File: src/rtl/seq_divider.sv
// Sequential restoring divider: 2N-bit dividend by N-bit divisor,
// one quotient bit per cycle, with divide-by-zero and overflow detection.
module seq_divider #(
   parameter int N = 16
) (
   input  logic           clk,
   input  logic           rst,
   input  logic           start,
   input  logic [2*N-1:0] dividend,
   input  logic [N-1:0]   divisor,
   output logic           busy,
   output logic           done,
   output logic [N-1:0]   quotient,
   output logic [N-1:0]   remainder,
   output logic           div_by_zero,
   output logic           overflow
);

   localparam int CW = $clog2(N + 1);
   localparam logic [CW-1:0] LAST = CW'(N - 1);

   typedef enum logic [1:0] {
      IDLE,
      RUN,
      DONE
   } state_t;

   state_t state, state_nx;

   logic [N-1:0]  dreg;
   logic [N-1:0]  sreg;
   logic [N:0]    preg;
   logic [CW-1:0] cnt;

   logic          accept;
   logic          zero;
   logic          err;
   logic [N:0]    shifted;
   logic [N+1:0]  diff;
   logic          ge;

   always_comb begin
      accept   = start && (state == IDLE || state == DONE);
      zero     = (divisor == '0);
      err      = zero || (dividend[2*N-1:N] >= divisor);
      shifted  = {preg[N-1:0], sreg[N-1]};
      // Borrow out of the top bit means the trial subtraction went negative
      diff     = {1'b0, shifted} + {2'b11, ~dreg} + (N+2)'(1);
      ge       = ~diff[N+1];
      busy     = (state == RUN);
      done     = (state == DONE);
      state_nx = state;
      case (state)
         IDLE: if (accept) state_nx = err ? DONE : RUN;
         RUN:  if (cnt == LAST) state_nx = DONE;
         DONE: begin
            if (accept) state_nx = err ? DONE : RUN;
            else        state_nx = IDLE;
         end
         default: state_nx = IDLE;
      endcase
   end

   always_ff @(posedge clk) begin
      if (rst) begin
         state       <= IDLE;
         dreg        <= '0;
         sreg        <= '0;
         preg        <= '0;
         cnt         <= '0;
         quotient    <= '0;
         remainder   <= '0;
         div_by_zero <= 1'b0;
         overflow    <= 1'b0;
      end else begin
         state <= state_nx;
         if (accept) begin
            dreg        <= divisor;
            preg        <= {1'b0, dividend[2*N-1:N]};
            sreg        <= dividend[N-1:0];
            cnt         <= '0;
            div_by_zero <= zero;
            overflow    <= !zero && err;
            if (err) begin
               quotient  <= '1;
               remainder <= dividend[N-1:0];
            end
         end else if (state == RUN) begin
            // Shift register doubles as the quotient accumulator
            preg <= ge ? diff[N:0] : shifted;
            sreg <= {sreg[N-2:0], ge};
            cnt  <= cnt + 1'b1;
            if (cnt == LAST) begin
               quotient  <= {sreg[N-2:0], ge};
               remainder <= ge ? diff[N-1:0] : shifted[N-1:0];
            end
         end
      end
   end

endmodule

File: config.mk
export PLATFORM = sky130hd
export DESIGN_NAME = seq_divider
export DESIGN_NICKNAME = d
export VERILOG_FILES = /design/src/rtl/seq_divider.sv
export SDC_FILE = /design/constraint.sdc
export NUM_CORES = 1
export LEC_CHECK = 0
export ABC_AREA = 1
export BUFFER_PORTS_ARGS = -buffer_cell sky130_fd_sc_hd__clkbuf_2
export CAP_MARGIN = 30
export CORE_MARGIN = 4
export CORE_UTILIZATION = 35
export DETAILED_ROUTE_END_ITERATION = 8
export HOLD_SLACK_MARGIN = 0.15
export PLACE_DENSITY = 0.6
export SLEW_MARGIN = 20
export SYNTH_ARGS = -nofsm -noshare
export SYNTH_HDL_FRONTEND = slang
export SYNTH_SLANG_ARGS = --single-unit
File: constraint.sdc
create_clock -name clk -period 3.75 [get_ports clk]
set_input_delay 0.1875 -clock clk [delete_from_list [all_inputs] [get_ports clk]]
set_output_delay 0.1875 -clock clk [all_outputs]
set_load 0.01 [all_outputs]
==> results of run 1 <==
flip-flops by register name, summed over array words and instances, names as in the netlist:
| name | flops |
|---|---|
| overflow | 1 |
| preg | 16 |
| quotient | 16 |
| state | 2 |
| remainder | 16 |
| cnt | 5 |
| div_by_zero | 1 |
| dreg | 16 |
| sreg | 16 |
per-stage QoR:
step	instances	hold WS, ps	utilization (%)	instance area (um^2)	worst slack, ps
floorplan	821	354	-	5350	1830
global placement	1065	460	40.0	5900	1030
detailed placement	1065	458	40.0	5900	957
CTS	1093	151	42.9	6330	848
global route	1093	189	42.9	6330	488
finish	1093	157	42.9	6330	806
path summary, 6_finish.rpt:
| check | startpoint | to | slack (ps) | cells past startpoint |
|---|---|---|---|---|
| worst max-delay path | divisor[5] | quotient[10] | 810 | 14 |
| worst min-delay path | divisor[8] | dreg[8] | 160 | 3 |
| worst max register to register | dreg[12] | preg[13] | 1190 | 15 |
| worst min register to register | dreg[8] | dreg[8] | 470 | 2 |
area by class of cell:
type	instances	area, um^2
inverter	119	447
timing repair buffer	106	611
clock inverter	5	63.8
multi-input combinational	579	2950
sequential	89	1780
tap	184	230
fill	1631	8430
clock buffer	11	243
cell usage in the layout (no fill, tap or decap), types with 3 or more instances in the layout:
cell	instances
buf_4	8
inv_1	110
clkinv_1	3
a21oi_1	59
nand2_1	215
nor2_1	109
nor3_1	5
dlygate4sd3_1	12
clkbuf_2	86
nand2_2	11
inv_2	6
nand3_1	39
clkbuf_16	9
xor2_1	7
ha_1	34
o21ai_0	41
dfxtp_1	89
nand4_1	23
a22o_1	14
routing by layer:
metal,vias up,share of wire (%),GRT usage (%)
met1,2401,48,24.2
li1,2775,-,-
met3,25,4.2,3.29
met5,-,0,0
met4,0,2.6,7.82
met2,123,45,31.2
critical path, stage by stage:
cell	delay (ps)
dlygate4sd3_1	550
clkbuf_2	120
inv_1	50
ha_1	280
a21oi_1	130
nor2_1	50
nor3_1	220
nand2_1	110
nand2_1	100
nand4_1	370
nand2_2	550
inv_2	260
nor2_1	140
nor2_1	60
power breakdown:
part           internal (uW)  switching, uW  leakage (uW)
combinational            444            834       0.00235
clock                    540            403      0.000146
sequential              1060           72.7      0.000736
total                   2040           1310       0.00323
cell families after synthesis:
group,after synthesis,synth area share (%)
AND/OR/NAND/NOR,411,32.2
buffers and inverters,153,11.5
AO/OA/AOI/OAI,124,13.2
flip-flops,89,33.3
adder cells (fa/ha/maj),35,8.33
XOR/XNOR,9,1.47
==> impl_results.md, run 1 <==
- Row Count: 44
- Mapped Area: roughly 5300 um^2
- Die area: around 17000 um^2
- Initial Util: a little over a third
- Post-synth top cells: 215 x nand2_1, 110 x inv_1, 109 x nor2_1
- Worst vdd ir: about 270 uV
- Tcrit/Tclk final: between 70 and 80%
- CTS clk-pin slew, worst paths: about 60 ps
- Slew Limit Headroom: a little under three fifths
- Avg Inst Size Synth: 6.51 um^2
- Yosys top cell area share: 33.3%
- Initial antenna violation count: 0
- Fin nets: 990
- Synth Register Bits: slightly below 90
- Antenna Nets Post-Route: 0
- Final Hold Fails: 0
- Worst-Skew Late Latency: roughly 360 ps
- Height of the die: approximately 130 um
- Status: completed
- DR WL/cell: approximately 14 um
- Worst-Margin Slew: 648 ps
- Post-DP HPWL: 11800 um
- EDFF count, synth: 0
- Ports: 87
- Design Power: around 3400 uW
- Seq/Total Area, Yosys: 33.3%
- Crit-path max FO: 25
- Vias in the first global route: 5344
- IO Port Bufs: 86
- Yosys cell types: 38
- Pins over their slew limit: 0
- Htree depth: 3
- Post-Route WL: 15800 um
- Area contributors post-synth: dfxtp_1 33%, nand2_1 15%, ha_1 8.0%, inv_1 7.7%, nor2_1 7.7%
- Final setup viols: 0
- RSZ-0062 raised after global routing: false
- DR vias: 5324
- FMAX: about 0.34 GHz
- Share of layout cells above drive strength 1: 14.7%
- Leading area contributor after synthesis: dfxtp_1
- Worst Path Arrival: about 3200 ps
- Clock buffer depth: 2
- Mapped Nets: ~910
- Hold_buf cts: 12
- Final GP Congestion: 0.906
- Most common cell in the netlist: nand2_1
- Static Leak: about 0.0032 uW
- WP data required: around 4000 ps
- Fin Setup TNS: 0 ps
- Clock root buffer: clkbuf_16
- Diode count: 0
- Yosys warning total: 0
- Tmin final: roughly 3000 ps
- Core Area: ~15000 um^2
- CTS Sinks: between 80 and 90
- Worst Setup End Kind: flip-flop
- Min-delay worst type: in -> reg
- 1st-pass router iterations: 5
- Grt total ovfl: 0
- Max_cap viols: 0
- Post-CTS setup buffer count: 0
- First-iteration detailed-routing DRC count: around 380
- Area added between synthesis and finish: 18.3%
- Die X: roughly 130 um
- Clock Skews: roughly 11 ps
- Tot GR Track Use: between 10% and 20%
- WS Path Type: in -> reg
- CTS tree: yes
- DRC violations left: 0
- Pwr Density: approximately 530 nW/um^2
- DR vias/cell: a little under 5
- TritonCTS buffer count: 9
- FFs w/ async S/R, synth: 0%
- Quantity of gates resized following cts: 0
- Post-synthesis cell count: slightly above 800
- First-pass GRT wire length: ~26000 um
- Dominant synthesized flop cell: dfxtp_1
- Largest net degree at the start of global routing: 62
- CP Launch Type: input pin
(Power assumes the default switching activity.)
==> run 2, diff against run 1 <==
PLACE_DENSITY = 0.62   (was 0.6)
clock period = 2.4 ns   (was 3.75 ns; I/O delays follow)
==> run 2 against run 1 <==
  * Final cell count is 2.4% higher
  * Sequential power is 58% higher
  * Worst setup slack worse by 640 ps
  * Worst hold slack worse by 2.5 ps
  * Cell area is 4.5% higher
  * Total power is 61% higher
  * Global-route usage is 0.96 points lower
  * Count of clock-buffer cells in the layout stayed put
  * Core utilization is 1.9 points higher
  * Die area stayed put
  * Non-clock buffer count is 26 higher
  * First-iteration DRC count is 16% lower
  * Critical path type unchanged
==> impl_results.md, run 2 (same netlist as run 1, synthesis figures left out) <==
- Final Hold Fails: 0
- CTS clk-pin slew, worst paths: approximately 70 ps
- CTS tree: yes
- Clock buffer depth: 2
- First-pass GRT wire length: about 25000 um
- Slowest CP cell: dlygate4sd3_1
- Core Area: 14800 um^2
- Vias in the first global route: 5134
- Grt total ovfl: 0
- Most common cell after layout, fill and taps aside: nand2_1
- Ports: slightly below 90
- Clock Power Share: 29.2%
- Post-CTS setup buffer count: 0
- First-iteration detailed-routing DRC count: around 320
- 1st-pass router iterations: 5
- Min-delay worst type: in -> reg
- Tcrit/Tclk final: between 90% and 100%
- Sequential Power Share: between 30% and 40%
- Initial antenna violation count: 0
- FMAX: around 0.45 GHz
- Fin Setup TNS: 0 ps
- Final GP Congestion: just under 0.9
- Post-Route WL: 15200 um
- Area added between synthesis and finish: 23.7%
- Cell Chain, Critical Path: dlygate4sd3_1, clkbuf_2, inv_1, ha_1, a21oi_1, o21ai_0, a21oi_1, nand4_1, nand2_2, buf_4, nand2_1, nand2_1, nor2_1
- Largest net degree at the start of global routing: 44
- Share of layout cells above drive strength 1: around 16%
- Final Non-Filler Cells: between 1000 and 1500
- Hold wc startpoint: dividend[13]
- Tot GR Track Use: between 10% and 20%
- Clock root buffer: clkbuf_16
- Worst-Skew Late Latency: approximately 350 ps
- Worst Path Arrival: 2480 ps
- Post-DP HPWL: ~12000 um
- Area after DPL: between 5000 and 6000 um^2
- Final setup viols: 0
- IO Port Bufs: 86
- Diode count: 0
- Worst path bufs/invs: 4
- Hold Slack: around 150 ps
- R2R cell count: 14
- Row Count: 44
- Die area: roughly 17000 um^2
- RR Startpoint: dreg[12]
- Filler Cell Count: between 1500 and 2000
- DR vias: around 5300
- Worst vdd ir: between 400 and 500 uV
- R2R Setup Slk: between 200 and 300 ps
- Net Sw Frac: between 30% and 40%
- Worst Setup End Kind: flip-flop
- CTS Sinks: between 80 and 90
- Hold Path End: sreg[13]
- Initial Util: around 36%
- CP Launch Type: input pin
- Htree depth: 3
- Crit-path max cell delay: approximately 530 ps
- Final std cell area, no fill: ~6600 um^2
- Status: completed
- Antenna Nets Post-Route: 0
- Clock Skews: between 6 and 7 ps
- Fin nets: approximately 1000
- Pins over their slew limit: 0
- Height of the die: 132 um
- DR vias/cell: roughly 4.7
- WP data required: 2650 ps
- Pwr Density: roughly 810 nW/um^2
- Crit-path max FO: 11
- Slew Limit Headroom: between 60% and 70%
- Worst-Margin Slew: 571 ps
- Static Leak: 0.00336 uW
- WS Path Type: in -> reg
- DP Cell Count: ~1100
- Max_cap viols: 0
- Reg-to-Reg End: remainder[9]
- Die X: 132 um
- Psw: 2010 uW
- Logic pwr share: between 30 and 40%
- DRC violations left: 0
- Crit-path leading delay family: buffers and inverters
- DR WL/cell: approximately 14 um
- Most frequent cells in the layout: 215 x nand2_1, 110 x inv_1, 109 x nor2_1, 89 x dfxtp_1, 86 x clkbuf_2
- Tmin final: 2230 ps
- TritonCTS buffer count: 9
- Cell-internal power: between 3000 and 4000 uW
- RSZ-0062 raised after global routing: false
- Cell depth of the worst hold path: 5
[run 2: stage by stage]
stage	util (%)	total power (uW)	setup WS, ps
finish	44.8	5390	170
global route	44.8	5790	22.9
CTS	44.7	5410	179
detailed placement	40.5	3790	284
global placement	40.5	3790	308
floorplan	-	3260	478
[run 2: worst register-to-register path: cells and delay by family, from the launching register on]
family | cells | cell delay, ps
simple gates | 10 | 1040
buf+inv | 3 | 310
flops | 1 | 310
fa+ha+maj | 1 | 370
[run 2: power groups by stage]
stage	sequential (uW)	clock, uW	combinational (uW)
floorplan	1800	0	1460
global placement	1810	0	1980
detailed placement	1810	0	1980
finish	1780	1570	2040
CTS	1780	1600	2030
global route	1800	1660	2340
[run 2: worst max-delay path by stage]
stage	from	endpoint	cells past startpoint
6_report	divisor[15]	remainder[5]	13
5_1_grt	divisor[15]	remainder[6]	13
4_1_cts	divisor[15]	quotient[1]	12
3_5_place_dp	sreg[15]	remainder[14]	13
3_3_place_gp	sreg[15]	remainder[8]	9
2_1_floorplan	cnt[0]	remainder[11]	12
[run 2: repair_timing]
item / 4_1_cts / 5_1_grt
gates resized for setup: 0 / 4
hold endpoints to repair: 33 / 0
hold buffers: 29 / 0
setup endpoints to repair: 0 / 22
[run 2: final cells by class]
class                           instances  area (um^2)  share of cell area, %
Multi-Input combinational cell        579         2960                   44.8
Sequential cell                        89         1780                   26.9
Timing Repair Buffer                  132          861                   13.0
Inverter                              119          449                   6.79
Clock buffer                           11          253                   3.82
Tap cell                              184          230                   3.48
Clock inverter                          5         77.6                   1.17
[run 2: layer usage]
layer / share of wire [%] / vias to the layer above / global-route usage (%)
met5: 0 / - / 0
met4: 1.9 / 0 / 4.90
met2: 47 / 102 / 30.0
met1: 47 / 2352 / 23.1
li1: - / 2832 / -
met3: 4.1 / 21 / 4.05
